$ cat config.mk
export PLATFORM = sky130hd
export DESIGN_NAME = rv32i_mc_ctrl
export DESIGN_NICKNAME = d
export VERILOG_FILES = /design/src/rtl/rv32i_mc_ctrl.sv
export SDC_FILE = /design/constraint.sdc
export NUM_CORES = 1
export LEC_CHECK = 0
export CAP_MARGIN = 20
export CORE_MARGIN = 3
export CORE_UTILIZATION = 49
export DETAILED_ROUTE_END_ITERATION = 10
export GPL_TIMING_DRIVEN = 0
export MAX_ROUTING_LAYER = met4
export PLACE_DENSITY = 0.8
export SLEW_MARGIN = 20
export SYNTH_ARGS = -nofsm -noshare
export SYNTH_HDL_FRONTEND = slang
export SYNTH_SLANG_ARGS = --single-unit
$ cat constraint.sdc
create_clock -name i_clk -period 2.44 [get_ports i_clk]
set_input_delay 0.244 -clock i_clk [delete_from_list [all_inputs] [get_ports i_clk]]
set_output_delay 0.244 -clock i_clk [all_outputs]
set_load 0.05 [all_outputs]
$ cat src/rtl/rv32i_mc_ctrl.sv
// rv32i_mc_ctrl: multi-cycle control sequencer for an RV32I core.
// Steps each instruction through FETCH/DECODE/EXEC/MEM/WB, holds memory
// requests until acknowledged, traps on unsupported opcodes and counts
// retired instructions.
module rv32i_mc_ctrl (
   input  logic        i_clk,
   input  logic        i_rst,
   input  logic [6:0]  i_opcode,
   input  logic        i_imem_ready,
   input  logic        i_dmem_ready,
   input  logic        i_branch_taken,
   output logic        o_imem_req,
   output logic        o_ir_we,
   output logic        o_dmem_req,
   output logic        o_dmem_we,
   output logic        o_rf_we,
   output logic [1:0]  o_wb_sel,
   output logic        o_alu_src_a,
   output logic        o_alu_src_b,
   output logic [1:0]  o_alu_op,
   output logic        o_pc_we,
   output logic        o_pc_sel,
   output logic        o_illegal,
   output logic [2:0]  o_state,
   output logic [31:0] o_instret
);

   localparam logic [2:0] S_FETCH  = 3'd0;
   localparam logic [2:0] S_DECODE = 3'd1;
   localparam logic [2:0] S_EXEC   = 3'd2;
   localparam logic [2:0] S_MEM    = 3'd3;
   localparam logic [2:0] S_WB     = 3'd4;
   localparam logic [2:0] S_TRAP   = 3'd5;

   localparam logic [3:0] C_NONE   = 4'd0;
   localparam logic [3:0] C_OP     = 4'd1;
   localparam logic [3:0] C_OPIMM  = 4'd2;
   localparam logic [3:0] C_LOAD   = 4'd3;
   localparam logic [3:0] C_STORE  = 4'd4;
   localparam logic [3:0] C_BRANCH = 4'd5;
   localparam logic [3:0] C_JAL    = 4'd6;
   localparam logic [3:0] C_JALR   = 4'd7;
   localparam logic [3:0] C_LUI    = 4'd8;
   localparam logic [3:0] C_AUIPC  = 4'd9;

   logic [2:0]  r_state;
   logic [2:0]  w_state_next;
   logic [3:0]  r_class;
   logic [3:0]  w_dec_class;
   logic        r_illegal;
   logic [31:0] r_instret;
   logic        w_jump;

   assign w_jump    = (r_class == C_JAL) || (r_class == C_JALR);
   assign o_state   = r_state;
   assign o_instret = r_instret;

   // Classify the opcode presented by the IR; C_NONE marks an unsupported one
   always_comb begin
      case (i_opcode)
         7'b0110011: w_dec_class = C_OP;
         7'b0010011: w_dec_class = C_OPIMM;
         7'b0000011: w_dec_class = C_LOAD;
         7'b0100011: w_dec_class = C_STORE;
         7'b1100011: w_dec_class = C_BRANCH;
         7'b1101111: w_dec_class = C_JAL;
         7'b1100111: w_dec_class = C_JALR;
         7'b0110111: w_dec_class = C_LUI;
         7'b0010111: w_dec_class = C_AUIPC;
         default:    w_dec_class = C_NONE;
      endcase
   end

   // State register
   always_ff @(posedge i_clk) begin
      if (i_rst) r_state <= S_FETCH;
      else       r_state <= w_state_next;
   end

   // Capture the instruction class once, in DECODE, so later phases decode from a stable value
   always_ff @(posedge i_clk) begin
      if (i_rst)                    r_class <= C_NONE;
      else if (r_state == S_DECODE) r_class <= w_dec_class;
   end

   // Next-state selection
   always_comb begin
      w_state_next = r_state;
      case (r_state)
         S_FETCH:  if (i_imem_ready) w_state_next = S_DECODE;
         S_DECODE: w_state_next = (w_dec_class == C_NONE) ? S_TRAP : S_EXEC;
         S_EXEC: begin
            if (r_class == C_BRANCH)                             w_state_next = S_FETCH;
            else if ((r_class == C_LOAD) || (r_class == C_STORE)) w_state_next = S_MEM;
            else                                                 w_state_next = S_WB;
         end
         S_MEM: begin
            if (i_dmem_ready) w_state_next = (r_class == C_STORE) ? S_FETCH : S_WB;
         end
         S_WB:     w_state_next = S_FETCH;
         S_TRAP:   w_state_next = S_TRAP;
         default:  w_state_next = S_TRAP;
      endcase
   end

   // Sticky trap flag, set on any entry into TRAP (including stray encodings 6/7)
   always_ff @(posedge i_clk) begin
      if (i_rst)                       r_illegal <= 1'b0;
      else if (w_state_next == S_TRAP) r_illegal <= 1'b1;
   end

   // Retire counter: one tick per PC write, which happens exactly once per instruction
   always_ff @(posedge i_clk) begin
      if (i_rst)        r_instret <= 32'd0;
      else if (o_pc_we) r_instret <= r_instret + 32'd1;
   end

   // Control outputs from state and registered class; everything forced low during reset
   always_comb begin
      o_imem_req  = 1'b0;
      o_ir_we     = 1'b0;
      o_dmem_req  = 1'b0;
      o_dmem_we   = 1'b0;
      o_rf_we     = 1'b0;
      o_wb_sel    = 2'd0;
      o_alu_src_a = 1'b0;
      o_alu_src_b = 1'b0;
      o_alu_op    = 2'b00;
      o_pc_we     = 1'b0;
      o_pc_sel    = 1'b0;
      o_illegal   = r_illegal;
      case (r_state)
         S_FETCH: begin
            o_imem_req = 1'b1;
            o_ir_we    = i_imem_ready;
         end
         S_EXEC: begin
            case (r_class)
               C_OP:    o_alu_op = 2'b10;
               C_OPIMM: begin o_alu_op = 2'b10; o_alu_src_b = 1'b1; end
               C_LOAD, C_STORE, C_JALR: o_alu_src_b = 1'b1;
               C_AUIPC, C_JAL: begin o_alu_src_a = 1'b1; o_alu_src_b = 1'b1; end
               C_LUI:   begin o_alu_op = 2'b11; o_alu_src_b = 1'b1; end
               C_BRANCH: begin
                  o_alu_op = 2'b01;
                  o_pc_we  = 1'b1;
                  o_pc_sel = i_branch_taken;
               end
               default: ;
            endcase
         end
         S_MEM: begin
            o_dmem_req = 1'b1;
            o_dmem_we  = (r_class == C_STORE);
            o_pc_we    = (r_class == C_STORE) && i_dmem_ready;
         end
         S_WB: begin
            o_rf_we  = 1'b1;
            o_pc_we  = 1'b1;
            o_pc_sel = w_jump;
            if (r_class == C_LOAD) o_wb_sel = 2'd1;
            else if (w_jump)       o_wb_sel = 2'd2;
            // Keep the jump target computation alive while the PC is written
            if (r_class == C_JAL)  o_alu_src_a = 1'b1;
            if (w_jump)            o_alu_src_b = 1'b1;
         end
         default: ;
      endcase
      if (i_rst) begin
         o_imem_req  = 1'b0;
         o_ir_we     = 1'b0;
         o_dmem_req  = 1'b0;
         o_dmem_we   = 1'b0;
         o_rf_we     = 1'b0;
         o_wb_sel    = 2'd0;
         o_alu_src_a = 1'b0;
         o_alu_src_b = 1'b0;
         o_alu_op    = 2'b00;
         o_pc_we     = 1'b0;
         o_pc_sel    = 1'b0;
         o_illegal   = 1'b0;
      end
   end

endmodule
## Word level (Yosys, flattened, before mapping)

Index checks and enable logic that the tools add are counted.
Widths: inputs -> output; s select.

- Flip-flop bits (word level): 40
- Input bits: 12
- Output and inout bits: 49
- Logic and storage cells: 76

- $add $sub $neg: 1
- Equal/unequal tests: 23
- Mux-type cells: 40
- Reduce and logical (&&, ||, !) cells: 8

Operators with widths:

| cell | count |
|---|---|
| $pmux 4 s9 | 1 |
| $add 32x1->32 const B | 1 |
| $eq 7x6->1 const B | 3 |
| $eq 7x7->1 const B | 3 |
| $mux 1 | 21 |
| $mux 3 | 6 |
| $eq 4x3->1 const B | 4 |
| $pmux 3 s5 | 1 |
| $eq 7x5->1 const B | 2 |
| $mux 2 | 6 |
| $eq 4x2->1 const B | 2 |
| $eq 4x4->1 const B | 2 |
| $eq 7x2->1 const B | 1 |
| $reduce_or 7->1 | 1 |
| $eq 3x2->1 const B | 2 |
| $eq 3x3->1 const B | 2 |
| $pmux 1 s2 | 3 |
| $pmux 2 s3 | 1 |
| $eq 4x1->1 const B | 1 |
| $logic_not 4->1 | 1 |
| $reduce_or 2->1 | 2 |
| $eq 3x1->1 const B | 1 |
| $logic_not 3->1 | 1 |
| $pmux 1 s3 | 1 |
| other kinds (2) | 3 |

## Depth between registers and ports, before layout

Gate-level depths: netlist of run 1.

- Word-level depth: 6
- Mapped depth: 9
- Gate-level depth less buffers: 5

## Worst setup path after synthesis of run 1

OpenSTA, ideal clock, no wires.

- Path kind: register to output
- Start: reg r_state[2], in the netlist o_state[2]
- End: out o_wb_sel[0]
- Data arrival time: 3.766 ns
- Data required time: 2.196 ns
- Setup slack: -1.570 ns
- Cell stages (with the launch flop): 5
- Buffers on the path: 1
- Cell sequence: dfxtp_1 > buf_6 > or3b_2 > nor2_1 > nor4b_1

- Cells in the longest elaborated chain, start to end: 3

Ends and longest elaborated chain:

| element | line | text |
|---|---|---|
| from (decl) | 46 | `logic [2:0] r_state;` |
| from (signal assigned) | 77 | `else r_state <= w_state_next;` |
| $eq 3x3->1 | 132 | `case (r_state)` |
| $mux 2 | 132 |  |
| $mux 2 | 169 | `if (i_rst) begin` |
| to (decl) | 17 | `output logic [1:0] o_wb_sel,` |

Every way passes these cells.

## Worst setup path after layout of run 1

- Start: reg r_state[1], in the netlist o_state[1]
- End: reg r_instret[31], in the netlist o_instret[31]

- Cells in the longest elaborated chain, start to end: 3
- Elaborated cells on any way between the ends: 5
- Classes of those cells: 3 x eq/ne; 2 x mux

Ends and longest elaborated chain:

| element | line | text |
|---|---|---|
| $eq 3x3->1 or $eq 3x2->1 (tied branches) | 132 |  |
| $pmux 1 s3 (*) | 132 |  |
| $mux 1 (*) | 169 |  |
| to (signal assigned) | 115 | `else if (o_pc_we) r_instret <= r_instret + 32'd1;` |
| to (decl) | 51 | `logic [31:0] r_instret;` |

Mark *: on every way between the ends. The rest lies on a longest branch, timed or not.
A chain may end at the register's enable or synchronous reset.

==> reports/metrics.yaml, run 1 <==
die:
  core_um2: 4474
  core.rowCount: 24
  die_x_um: 75.08
  initial_utilization: 0.5227
  fp.dieH_um: 75.08
  boundaryPins: 61
  die_area_um2: 5637
power_and_ir_drop:
  totalPowerFinal_mw: 1.289
  power_leakage_nw: 1.097
  ir_worst_vdd_uv: 269.7
  p_per_area_nw_per_um2: 400.4
cts:
  cts_buffer_depth: 2
  cts_htree_levels: 2
  clk_root_buffer_cell: "clkbuf_8"
  cts_buffers: 5
  clk_latency_ns: 0.29
  cts_sinks: 40
  cts.clk_slew.worst_paths_ns: 0.09
  hold_buffers: 0
  cts_tree: "yes"
sta:
  setup_viol: 0
  fin_crit_sh: 0.9750
  maxSlewViolCount: 0
  skew_ns: 0.01100
  setup_slack_ns: 0.06110
  fin_crit_ns: 2.379
  setup_tns_ns: 0
  holdWs_ns: 0.4770
  tightest_slew_ns: 0.5327
  finalHoldViolations: 0
  fmax_ghz: 0.4204
  max-slew-margin-rel: 0.6449
  rsz0062_at_grt: "yes"
logic_synthesis:
  synthCells: 301
  syn_avg_cell_area_um2: 7.769
  synthArstFlopShare: 0
  synth_ff_type: "dfxtp_1"
  yosysSeqAreaShare: 0.3424
  ys_ff_latch: 40
  syn_area_um2: 2338
  synth_edf_count: 0
  yosys.cell_types.count: 57
  synth_warnings: 0
  syn_nets: 314
worst_setup_path:
  worst-path-max-fanout: 10
  crit_path_start_kind: "flop"
  r2r-start: "o_state[1]"
  required_ns: 2.69
  critical_path_class: "flop to flop"
  startpoint: "o_state[1]"
  cp.arrival_ns: 2.62
  worstSetupEndpointType: "flop"
finish:
  drive_above_1_share: 0.1456
  diodes: 0
  final_common_cell: "clkdlybuf4s50_1"
  layout_common_cells: "clkdlybuf4s50_1, dfxtp_1, a21oi_1"
  final_core_util: 0.7195
  syn_to_final_growth_pct: 37.67
  finalNetCount: 383
place:
  place_hpwl_um: 4701
  port-buffer-count: 60
  place_ws_ns: -0.3886
  routabilityCongestion: 0.8215
hold_path:
  hold_class: "flop to flop"
  hp-start: "r_illegal"
global_routing:
  grt_pass1_wl_um: 10870
  track_usage: 0.2509
  grt_pass1_vias: 2361
  grt_max_degree: 14
  overflow: 0
  grt_antenna_before_repair: 0
drt:
  vias: 2566
  finalWirelength_um: 6599
  via_per_inst: 6.066
  drtIter0Drc: 188
  post_drt_wl_per_cell_um: 15.60
  drc: 0
  drtPass1Iterations: 4
  ant_nets: 0
run:
  maxCapViolations: 0
outcome:
  outcome: "finished, final reports clean"
per-layer routing:
layer | vias to the layer above | wire length (um) | GRT usage | share of wire
met5 | - | 0 | - | 0
met1 | 1222 | 3037 | 0.3519 | 0.46
met4 | 0 | 30 | 0.06917 | 0.0045
met3 | 4 | 405 | 0.03872 | 0.061
met2 | 84 | 3125 | 0.3743 | 0.47
li1 | 1256 | - | - | -
cell usage after synthesis, types with 4 or more instances:
| master | count | area share |
|---|---|---|
| dfxtp_1 | 40 | 0.34 |
| a21oi_1 | 33 | 0.071 |
| nor2_1 | 30 | 0.048 |
| nand2_1 | 24 | 0.039 |
| o21ai_0 | 16 | 0.034 |
| nand3_1 | 12 | 0.026 |
| clkbuf_1 | 10 | 0.016 |
| nand4_1 | 9 | 0.024 |
| or3_1 | 9 | 0.024 |
| inv_1 | 8 | 0.013 |
| nor3_1 | 7 | 0.015 |
| nor4_1 | 7 | 0.019 |
| xnor2_1 | 7 | 0.026 |
| o31ai_1 | 6 | 0.019 |
| a211oi_1 | 5 | 0.016 |
| and3_1 | 5 | 0.013 |
| nand4b_1 | 5 | 0.019 |
| or4_1 | 5 | 0.016 |
| xor2_1 | 5 | 0.019 |
| nor2b_1 | 4 | 0.011 |
cells by family (layout without fill, tap and decap cells):
family          count (synthesis)  in the layout  synth area share
buf+inv                        25             95           0.04976
compound gates                 79             79            0.2055
xor+xnor                       12             12           0.04494
simple gates                  142            142            0.3424
mux                             2              2          0.009630
fa+ha+maj                       1              1          0.005350
flops                          40             40            0.3424
report_power, final:
group	switching, mW	internal [mW]
combinational	0.0990	0.0573
sequential	0.00520	0.659
clock	0.240	0.229
total	0.344	0.945
state kept, by name (all words and copies together) (netlist names):
signal	flops
r_class	4
r_illegal	1
o_instret	32
o_state	3
critical path, cell delays in order (launching register included):
cell	delay, ns
dfxtp_2	0.32
buf_4	0.15
or3b_2	0.57
o21a_1	0.17
buf_6	0.14
a21o_1	0.26
buf_2	0.24
nor4_2	0.30
o21ba_2	0.17
final timing paths:
check / endpoint / slack (ns) / cells after the start
min reg2reg: r_illegal / 0.48 / 2
max reg2reg: o_instret[31] / 0.06 / 8
min: r_illegal / 0.48 / 2
max: o_instret[31] / 0.06 / 8
what timing repair did:
action                     in CTS  in global routing
cloned                          0                  0
pin swaps                       1                  2
gates resized for setup        33                 21
setup buffers                   1                  1
setup endpoints to repair      25                 21
per-stage QoR:
stage	area, um2	std cells
after detailed placement	3085	413
after floorplan	2420	301
final	3219	423
after global routing	3219	423
after CTS	3186	422
after global placement	3085	413
area by class of cell:
type	count	area (um2)
Buffer	17	95.09
Timing Repair Buffer	62	593.1
Clock inverter	2	15.01
Sequential cell	40	803.3
Clock buffer	6	82.58
Multi-Input combinational cell	236	1535
Inverter	8	30.03
Tap cell	52	65.06
Fill cell	379	1255
(Power assumes the default switching activity.)
==> run 2, diff against run 1 <==
- CAP_MARGIN: 20 -> unset
- CORE_UTILIZATION: 49 -> 50
- CTS_BUF_LIST: unset -> sky130_fd_sc_hd__clkbuf_4 sky130_fd_sc_hd__clkbuf_8
- PLACE_DENSITY: 0.8 -> 0.82
- clock period: 2.44 -> 2.35 ns (I/O delays scaled with it)
==> run 2 against run 1 <==
The run now ends with design-rule violations left. Critical endpoint is now o_alu_src_a. Register-to-register slack is essentially flat. Routed wire length grew 1.4%. Design area grew 2.4%. Critical path type is now flop to output port. Non-clock buffer count grew 3. Sequential power grew 3.6%. Largest cell class unchanged. Clock power grew 2%. Final cell count grew 0.95%. Clock skew shrank 0.0068 ns. Count of clock-buffer cells in the layout is the same. Via count grew 2.0%. Critical path depth shrank 2.
==> reports/metrics.yaml, run 2 (synthesis gave the netlist of run 1 again) <==
worst_setup_path:
  cp.arrival_ns: 2.09  # was 2.62 ns
  r2r-start: "o_state[2]"  # was o_state[1]
  cp_cell_sequence: "buf_6, or3b_1, buf_6, nor4_1, o22a_1, clkdlybuf4s15_2"  # was buf_4, or3b_2, o21a_1, buf_6, a21o_1, buf_2, nor4_2, o21ba_2
  r2r_slack_ns: 0.06  # about the same
  reg2reg_to: "o_instret[31]"  # unchanged
  r2r_cells: 9  # was 8
  cpPeakStageDelay_ns: 0.38  # was 0.57 ns
  cp_common_cell: "buf_6"
  slowest_stage: "or3b_1"  # was or3b_2
  critical_path_class: "flop to output port"  # was flop to flop
  worstSetupEndpointType: "output port"  # was flop
  required_ns: 2.12  # was 2.69 ns
  worst-path-max-fanout: 9  # was 10
  crit_path_start_kind: "flop"  # unchanged
global_routing:
  track_usage: 0.2430  # was 0.2509
  grt_max_degree: 13  # was 14
  grt_pass1_vias: 2234  # was 2361
  grt_pass1_wl_um: 10250  # was 10870 um
  grt_antenna_before_repair: 0  # unchanged
  overflow: 0  # unchanged
sta:
  fin_crit_ns: 2.320
  setup_viol: 0  # unchanged
  tightest_slew_ns: 0.5429  # was 0.5327 ns
  max-slew-margin-rel: 0.6381  # was 0.6449
  maxSlewViolCount: 0  # unchanged
  fmax_ghz: 0.4310
  setup_slack_ns: 0.02955  # was 0.06110 ns
  holdWs_ns: 0.4542  # was 0.4770 ns
  skew_ns: 0.004204  # was 0.01100 ns
  finalHoldViolations: 0  # unchanged
  fin_crit_sh: 0.9874
cts:
  cts_buffers: 5  # unchanged
  cts_buffer_depth: 2  # unchanged
  cts.clk_slew.worst_paths_ns: 0.07  # was 0.09 ns
  clk_latency_ns: 0.30  # was 0.29 ns
  cts_sinks: 40  # unchanged
  cts_htree_levels: 2  # unchanged
  clk_root_buffer_cell: "clkbuf_8"  # unchanged
  cts_tree: "yes"  # unchanged
run:
  maxCapViolations: 0  # unchanged
die:
  fp.dieH_um: 74.39  # was 75.08 um
  die_area_um2: 5534  # was 5637 um2
  boundaryPins: 61  # unchanged
  initial_utilization: 0.5262  # was 0.5227
  core.rowCount: 24  # unchanged
  die_x_um: 74.39  # was 75.08 um
  core_um2: 4444  # was 4474 um2
finish:
  diodes: 0  # unchanged
  fin_area_um2: 3297  # was 3219 um2
  final_common_cell: "clkdlybuf4s50_1"  # unchanged
  drive_above_1_share: 0.1627  # was 0.1456
  syn_to_final_growth_pct: 40.98  # was 37.67%
  layout_common_cells: "clkdlybuf4s50_1, dfxtp_1, a21oi_1"  # unchanged
  largest_register_ffs: 32  # unchanged
  finalNetCount: 387  # was 383
place:
  port-buffer-count: 60  # unchanged
  routabilityCongestion: 0.8032  # was 0.8215
  place_hpwl_um: 4723  # was 4701 um
  place_area_um2: 3099  # was 3085 um2
  place_ws_ns: -0.5445  # was -0.3886 ns
hold_path:
  holdPathEnd: "r_illegal"  # unchanged
  hp-start: "r_illegal"  # unchanged
  holdPathStages: 2  # unchanged
  hold_class: "flop to flop"  # unchanged
drt:
  drc: 1  # was 0
  vias: 2617  # was 2566
  post_drt_wl_per_cell_um: 15.67  # was 15.60 um
  ant_nets: 0  # unchanged
  finalWirelength_um: 6693  # was 6599 um
  drtIter0Drc: 203  # was 188
  via_per_inst: 6.129  # was 6.066
  drtPass1Iterations: 8  # was 4
power_and_ir_drop:
  power_leakage_nw: 1.102  # was 1.097 nW
  totalPowerFinal_mw: 1.338  # was 1.289 mW
  p_per_area_nw_per_um2: 405.7  # was 400.4 nW/um2
  ir_worst_vdd_uv: 374.4  # was 269.7 uV
outcome:
  outcome: "finished with violations"  # was finished, final reports clean
  violations: "design-rule violations"
## run 2: worst max-delay path, delay by kind of cell (launching register included)
kind	cells	cell delay, ns
and+or+nand+nor	2	0.62
AOI/OAI and AO/OA	1	0.18
buffers and inverters	3	0.64
DFF	1	0.35
## run 2: what timing repair did
item	CTS	global route
gates cloned	0	1
endpoints found under the setup margin	27	18
buffers inserted	2	4
pin swaps	1	3
resized for setup	53	15
hold buffers	0	0
## run 2: metal layers
metal / vias to the layer above / part of all wire / track usage
met4: 0 / 0.0096 / 0.05534
met5: - / 0 / -
met2: 96 / 0.48 / 0.3766
met3: 9 / 0.061 / 0.04459
li1: 1266 / - / -
met1: 1246 / 0.45 / 0.3295
## run 2: power breakdown
group	switching, mW	internal, mW	total [mW]
Sequential	0.00580	0.682	0.688
Combinational	0.106	0.0645	0.171
Clock	0.245	0.234	0.479
Total	0.356	0.981	1.34
## run 2: final cells by class
type,count,area [um2]
Tap cell,52,65.06
Inverter,8,30.03
Clock buffer,6,82.58
Buffer,16,95.09
Multi-Input combinational cell,237,1580
Sequential cell,40,808.3
Timing Repair Buffer,66,625.6
Fill cell,362,1147
Clock inverter,2,10.01
## run 2: worst max-delay path by stage
stage	from	end	slack, ns	depth (start not counted)
after floorplan	o_state[1]	o_wb_sel[0]	-0.007	4
after global placement	i_rst	o_wb_sel[1]	-0.51	5
after detailed placement	i_rst	o_wb_sel[1]	-0.54	5
after CTS	i_rst	o_imem_req	0.002	4
after global routing	o_state[2]	o_instret[21]	-0.02	9
final	o_state[2]	o_alu_src_a	0.03	6
## run 2: through the flow
| step | cells | TNS [ns] | utilization |
|---|---|---|---|
| after floorplan | 301 | -0.007245 | - |
| after detailed placement | 413 | -5.711 | 0.6974 |
| after global routing | 427 | -0.02624 | 0.7418 |
| final | 427 | 0 | 0.7418 |
| after CTS | 423 | 0 | 0.7247 |
| after global placement | 413 | -5.151 | 0.6974 |
==> run 3, diff against run 2 <==
- CORE_UTILIZATION: 50 -> 65
- DONT_BUFFER_PORTS: unset -> 1
- PLACE_DENSITY: 0.82 -> 0.81
- SKIP_CTS_REPAIR_TIMING: unset -> 1
==> run 3 against run 2 <==
The run ends with negative setup slack left. Combinational power down 23%. Via count down 8.4%. First-iteration DRC count fell by 16%. Critical path type unchanged. Highest routed layer unchanged.
==> reports/metrics.yaml, run 3 (synthesis gave the netlist of run 1 again) <==
cts:
  cts_buffers: 5  # unchanged
  cts_htree_levels: 2  # unchanged
  clk_root_buffer_cell: "clkbuf_4"  # was clkbuf_8
  clk_latency_ns: 0.36  # was 0.30 ns
  cts_sinks: 40  # unchanged
  cts_buffer_depth: 2  # unchanged
  cts_tree: "yes"  # unchanged
  cts.clk_slew.worst_paths_ns: 0.13  # was 0.07 ns
die:
  core.rowCount: 21  # was 24
  fp.dieH_um: 65.98  # was 74.39 um
  die_x_um: 65.98  # was 74.39 um
  core_um2: 3390  # was 4444 um2
  die_area_um2: 4353  # was 5534 um2
  initial_utilization: 0.6899  # was 0.5262
  boundaryPins: 61  # unchanged
worst_setup_path:
  cp.arrival_ns: 2.39  # was 2.09 ns
  critical_path_class: "flop to output port"  # unchanged
  worstSetupEndpointType: "output port"  # unchanged
  required_ns: 2.12  # about the same
  r2r-start: "o_state[1]"  # was o_state[2]
  r2r_cells: 8  # was 9
  crit_path_start_kind: "flop"  # unchanged
  r2r_slack_ns: -0.07  # was 0.06 ns
  startpoint: "o_state[2]"  # unchanged
  reg2reg_to: "o_instret[25]"  # was o_instret[31]
  worst-path-max-fanout: 7  # was 9
  endpoint: "o_wb_sel[0]"  # was o_alu_src_a
finish:
  fillCellCount: 216  # was 362
  finalNetCount: 335  # was 387
  multi_input_area_um2: 1633  # was 1580 um2
  layoutNonFillerInstCount: 369  # was 427
  fin_area_um2: 2856  # was 3297 um2
  diodes: 0  # unchanged
  syn_to_final_growth_pct: 22.15  # was 40.98%
  final_core_util: 0.8427  # was 0.7418
  regArea_um2: 829.5  # was 808.3 um2
  largest_register_ffs: 32  # unchanged
  layout_common_cells: "nor2_1, a21oi_1, dfxtp_1"  # was clkdlybuf4s50_1, dfxtp_1, a21oi_1
  drive_above_1_share: 0.2570  # was 0.1627
global_routing:
  grt_antenna_before_repair: 0  # unchanged
  grt_pass1_vias: 2044  # was 2234
  overflow: 0  # unchanged
  grt_pass1_wl_um: 9439  # was 10250 um
  grt_use_met2: 0.4406  # was 0.3766
  grt_max_degree: 13  # unchanged
  grt_busiest_layer: "met2"  # unchanged
  grt_use_met3: 0.08844  # was 0.04459
  grtUsageMet1: 0.3530  # was 0.3295
  track_usage: 0.2875  # was 0.2430
outcome:
  violations: "negative setup slack"  # was design-rule violations
  outcome: "finished with violations"  # unchanged
power_and_ir_drop:
  clkPwrFrac: 0.358  # about the same
  p_comb_frac: 0.101  # was 0.127
  ir_worst_vdd_uv: 527.1  # was 374.4 uV
  power_leakage_nw: 0.8848  # was 1.102 nW
  p_seq_frac: 0.541  # was 0.515
  power.switching_mw: 0.3378  # was 0.3564 mW
  p_per_area_nw_per_um2: 456.0  # was 405.7 nW/um2
  intPower_mw: 0.9647  # was 0.9813 mW
  p_sw_frac: 0.2594  # was 0.2664
drt:
  ant_nets: 0  # unchanged
  post_drt_wl_per_cell_um: 17.84  # was 15.67 um
  vias: 2396  # was 2617
  finalWirelength_um: 6582  # was 6693 um
  drtIter0Drc: 171  # was 203
  via_per_inst: 6.493  # was 6.129
  drc: 0  # was 1
  drtPass1Iterations: 4  # was 8
place:
  dp.cells: 347  # was 413
  routabilityCongestion: 0.8483  # was 0.8032
  port-buffer-count: 0  # was 60
  place_area_um2: 2491  # was 3099 um2
  place_hpwl_um: 4314  # was 4723 um
sta:
  fmax_ghz: 0.3806  # was 0.4310 GHz
  fin_crit_sh: 1.118  # was 0.9874
  maxSlewViolCount: 0  # unchanged
  setup_slack_ns: -0.2771  # was 0.02955 ns
  tightest_slew_ns: 0.8922  # was 0.5429 ns
  finalHoldViolations: 0  # unchanged
  max-slew-margin-rel: 0.4030  # was 0.6381
  setup_viol: 7  # was 0
  holdWs_ns: 0.05391  # was 0.4542 ns
  rsz0062_at_grt: "yes"
  fin_crit_ns: 2.627  # was 2.320 ns
  skew_ns: 0.01864  # was 0.004204 ns
run:
  maxCapViolations: 0  # unchanged
hold_path:
  hold_class: "primary input to flop"  # was flop to flop
[run 3: changes by cell type in the layout (fill, tap and decap cells not counted), moves of 3 or more]
| cell | before | now |
|---|---|---|
| dfxtp_1 | 38 | 25 |
| clkbuf_8 | 6 | 0 |
| clkbuf_4 | 1 | 6 |
| clkdlybuf4s50_1 | 46 | 0 |
| buf_4 | 8 | 11 |
| buf_6 | 4 | 7 |
| dlygate4sd2_1 | 5 | 0 |
| dfxtp_2 | 0 | 11 |
| buf_2 | 6 | 2 |
[run 3: area by class of cell]
cell class / instances / share of cell area
buffer: 17 / 0.04336
inverter: 8 / 0.01183
sequential: 40 / 0.2904
tap: 46 / 0.02015
clock inverter: 2 / 0.01226
timing repair buffer: 13 / 0.03460
clock buffer: 6 / 0.01577
multi-input combinational: 237 / 0.5716
[run 3: worst min-delay path by stage]
stage          depth (start not counted)  slack, ns         start    endpoint
2_1_floorplan                          2       0.36  i_imem_ready  o_state[0]
3_3_place_gp                           2       0.37  i_imem_ready  o_state[0]
3_5_place_dp                           2       0.37  i_imem_ready  o_state[0]
4_1_cts                                2      -0.01  i_imem_ready  o_state[0]
5_1_grt                                2       0.06  i_dmem_ready  o_state[2]
6_report                               2       0.05  i_dmem_ready  o_state[2]
[run 3: routing by layer]
metal,share of wire,vias to the layer above
met5,0,-
met4,0.012,0
met3,0.086,9
met2,0.49,104
met1,0.41,1122
li1,-,1161
[run 3: through the flow]
step                power (mW)   TNS (ns)  worst slack, ns
CTS                      1.274     -11.73          -0.5977
global placement        0.8228     -7.191          -0.4837
finish                   1.302    -0.8502          -0.2771
global route             1.341     -1.691          -0.3432
floorplan               0.8068  -0.007245        -0.007245
detailed placement      0.8247     -7.407          -0.5053
[run 3: power groups by stage]
stage,Combinational [mW],Sequential (mW),Clock (mW)
global placement,0.103,0.720,0
floorplan,0.0882,0.719,0
detailed placement,0.104,0.721,0
CTS,0.104,0.705,0.465
global route,0.142,0.706,0.493
finish,0.132,0.705,0.466
[run 3: worst max-delay path, stage by stage (launching register included)]
cell and delay (ns):
dfxtp_4 0.47, buf_6 0.15, or3b_4 0.40, nor2_4 0.33, nor4b_4 0.68
